File: src/rtl/regbank_dump.sv
// Read-side debug engine: freezes the core, walks every REGBANK register through one
// read port and streams {address, data} words out over a valid/ready interface.
module regbank_dump #(
  parameter int unsigned NREGS  = 32,
  parameter int unsigned SIZE   = 32,
  parameter int unsigned ADDR_W = 5
) (
  input  logic              CLK,
  input  logic              aRSTn,
  input  logic              START,
  output logic [ADDR_W-1:0] RD_ADDR,
  input  logic [SIZE-1:0]   RD_DATA,
  output logic              FREEZE,
  output logic              OUT_VALID,
  input  logic              OUT_READY,
  output logic [ADDR_W-1:0] OUT_ADDR,
  output logic [SIZE-1:0]   OUT_DATA,
  output logic              BUSY,
  output logic              DONE
);

  typedef enum logic [1:0] {IDLE, LOAD, SEND, FIN} state_t;

  localparam logic [ADDR_W-1:0] LAST_IDX = ADDR_W'(NREGS - 1);

  state_t            state;
  logic [ADDR_W-1:0] idx;

  // Dump sequencer; RD_ADDR is registered so LOAD gives the bank a full cycle to settle.
  always_ff @(posedge CLK) begin
    if (!aRSTn) begin
      state     <= IDLE;
      idx       <= '0;
      RD_ADDR   <= '0;
      FREEZE    <= 1'b0;
      OUT_VALID <= 1'b0;
      OUT_ADDR  <= '0;
      OUT_DATA  <= '0;
      BUSY      <= 1'b0;
      DONE      <= 1'b0;
    end else begin
      case (state)
        IDLE: begin
          if (START) begin
            state   <= LOAD;
            idx     <= '0;
            RD_ADDR <= '0;
            FREEZE  <= 1'b1;
            BUSY    <= 1'b1;
          end
        end
        LOAD: begin
          OUT_DATA  <= RD_DATA;
          OUT_ADDR  <= idx;
          OUT_VALID <= 1'b1;
          state     <= SEND;
        end
        SEND: begin
          if (OUT_READY) begin
            OUT_VALID <= 1'b0;
            if (idx == LAST_IDX) begin
              state  <= FIN;
              FREEZE <= 1'b0;
              DONE   <= 1'b1;
            end else begin
              state   <= LOAD;
              idx     <= idx + ADDR_W'(1);
              RD_ADDR <= idx + ADDR_W'(1);
            end
          end
        end
        FIN: begin
          DONE  <= 1'b0;
          BUSY  <= 1'b0;
          state <= IDLE;
        end
        default: state <= IDLE;
      endcase
    end
  end

endmodule

File: config.mk
export PLATFORM = sky130hd
export DESIGN_NAME = regbank_dump
export DESIGN_NICKNAME = d
export VERILOG_FILES = /design/src/rtl/regbank_dump.sv
export SDC_FILE = /design/constraint.sdc
export NUM_CORES = 1
export LEC_CHECK = 0
export CELL_PAD_IN_SITES_DETAIL_PLACEMENT = 1
export CELL_PAD_IN_SITES_GLOBAL_PLACEMENT = 1
export CORE_UTILIZATION = 26
export DETAILED_ROUTE_END_ITERATION = 8
export PLACE_DENSITY_LB_ADDON = 0.1
export SLEW_MARGIN = 20
export SYNTH_ARGS = -nofsm -noshare
export SYNTH_HDL_FRONTEND = slang
export SYNTH_SLANG_ARGS = --single-unit
File: constraint.sdc
create_clock -name CLK -period 1.64 [get_ports CLK]
set_input_delay 0.492 -clock CLK [delete_from_list [all_inputs] [get_ports CLK]]
set_output_delay 0.492 -clock CLK [all_outputs]
set_load 0.02 [all_outputs]
==> impl_results.md <==
* Sequential share of the synthesized area at 52.7%
* Hpwl dp at about 3.7 mm
* Number of global-route vias before repair at between 1500 and 2000
* Port bufs at 81
* DRC Markers at 0
* Status: finished, final reports clean
* Drt total wl at about 5.2 mm
* Setup WS post-layout at about 38 ps
* Fin crit share at between 90% and 100%
* Rel. slew slack at 71.6%
* Clk slew on worst S/H paths at roughly 90 ps
* P_leak at approximately 1.2 nW
* Yosys reg bits at 48
* Die area at about 7400 um^2
* Final Skew at between 3 and 4 ps
* EDFF count, synth at 0
* DRT Pass-1 Iters at 4
* Diode count at 0
* Die H at between 80 and 90 um
* PwrDens at roughly 830 nW/um^2
* Peak VDD IR at 0.345 mV
* WL/cell at 12.7 um
* FMAX at ~620 MHz
* Initial core utilization at a little over a quarter
* Period minus WS final at 1600 ps
* Routed vias/inst at roughly 4.4
* Number of CTS-inserted buffers at 5
* DRT iter0 DRCs at 53
* Worst-Margin Slew at roughly 430 ps
* Met3 GRT Util at 3.18%
* Post-synth top cells: nand2_1, dfxtp_1, a21oi_1, buf_2, clkbuf_1
* CP arrival at 1820 ps
* GRT met1 Usage at approximately 18%
* Top FF cell, synth: dfxtp_1
* All-Layer GR Usage at between 10% and 20%
* Power Total at roughly 0.0024 W
* CTS tree: yes
* Count leader, synth: nand2_1
* Grt total ovfl at 0
* First-pass GRT wire length at approximately 8.5 mm
* Largest net degree at the start of global routing at 24
* Clock Path Buffers at 2
* Largest cells by area after synthesis: dfxtp_1, nand2_1, a21oi_1
* Routability cong. at 0.721
* Worst hold path class: register to register
* Startpoint class of the critical path: register
* Post-Synthesis Net Count at 259
* Yosys cell types at 28
* Setup Crit Path Kind: register to register
* Final hold violation count at 0
* Met2 GRT Util at about 26%
* Final setup viols at 0
* Initial antenna violation count at 0
* Synthesized cell area at between 1500 and 2000 um^2
* Critical path capture point type: register
* H-tree Lvls at 2
* Max FO, Critical Path at 5
* Core Rows at 30
* Share of the synthesized area in the top cell type at 52.7%
* WP data required at approximately 1900 ps
* Die X at about 86 um
* Sink Count at 48
* Maxcap violations at 0
* Clock Latency Late Sink at ~290 ps
* Via count at around 1800
* Final Max Tran Viols at 0
* Core box area at 6790 um^2
* Synth area leader: dfxtp_1
* IO Count at 82
* Place WS at -110 ps
* Root buf cell: clkbuf_8
* Syn Inst Count at 220
* Ys Warns at 0
* Post-synth ARST share at 0%
* RSZ-0062 raised after global routing: true
* Layout cells sized above 1 at between 10 and 15%
* Fin nets at approximately 350
* Area growth, synth to finish at 58.8%
* Gr busiest metal: met2
* Mean post-synth cell area at between 8 and 9 um^2
* Post-route ant nets at 0
-- critical path, cell delays in order, from the launching register on --
cell and delay (ps):
dfxtp_4 360, ha_4 150, and3_4 190, ha_4 160
and4bb_4 340, a41oi_2 120, a311oi_2 190
-- per-stage QoR --
step	hold WS, ps	setup TNS (ps)	instances	utilization [%]	instance area, um^2
3_3_place_gp	441	-211	397	41.6	2830
2_1_floorplan	529	0	220	-	1850
4_1_cts	456	0	406	42.7	2900
3_5_place_dp	446	-271	397	41.6	2830
5_1_grt	470	-64.3	406	42.6	2900
6_report	454	0	406	42.6	2900
-- cells in the final DEF (no fill, tap or decap), types with 2 or more instances in the layout --
master and instances:
inv_1 2, nand3_1 4, nand2_1 77, dfxtp_1 46, buf_4 15, clkbuf_2 2
nand4b_1 2, o21ai_0 3, clkdlybuf4s50_1 35, nand2b_1 4, dlygate4sd2_1 43, o21bai_1 2
ha_4 2, dfxtp_4 2, clkbuf_8 7, a21oi_1 44
-- timing repair --
action / in CTS / in global routing
resized for setup: 50 / 5
pin swaps: 4 / 3
setup buffers: 1 / 0
endpoints found under the setup margin: 48 / 6
hold buffers: 0 / 0
-- kinds of logic (layout without fill, tap and decap cells) --
group | Yosys count | after routing | synth area share (%)
AOI/OAI and AO/OA | 56 | 56 | 16.8
adders and majority gates | 3 | 3 | 2.06
buffers and inverters | 17 | 107 | 4.94
DFF | 48 | 48 | 52.7
muxes | 1 | 1 | 0.549
and+or+nand+nor | 95 | 95 | 22.9
-- worst paths after layout --
path	slack (ps)	start	end	cells past startpoint
setup / recovery	40	idx[0]	idx[3]	6
hold / removal	450	OUT_DATA[22]	OUT_DATA[22]	2
setup reg to reg	40	idx[0]	idx[3]	6
hold reg to reg	450	OUT_DATA[22]	OUT_DATA[22]	2
-- power by group --
group | internal, W | switching [W] | total (W)
logic | 0.000192 | 0.000210 | 0.000402
registers | 0.00122 | 0.0000321 | 0.00125
clock network | 0.000385 | 0.000379 | 0.000764
-- area by class of cell --
cell class                      instances  area, um^2
Multi-Input combinational cell        155         820
Inverter                                2        7.51
Tap cell                               96         120
Fill cell                             812        3900
Sequential cell                        48         968
Timing Repair Buffer                   97         880
Clock buffer                            8         100
-- layer usage --
metal	wire, um	vias to the layer above
li1	-	909
met1	2340	854
met2	2580	39
met3	197	4
met4	46	0
met5	0	-
-- sequential cells by signal (all words and copies together) (netlist names) --
signal / count
state: 2
OUT_DATA: 32
BUSY: 1
FREEZE: 1
idx: 5
OUT_ADDR: 5
OUT_VALID: 1
DONE: 1
No activity file was read; power rests on OpenSTA's default activity.
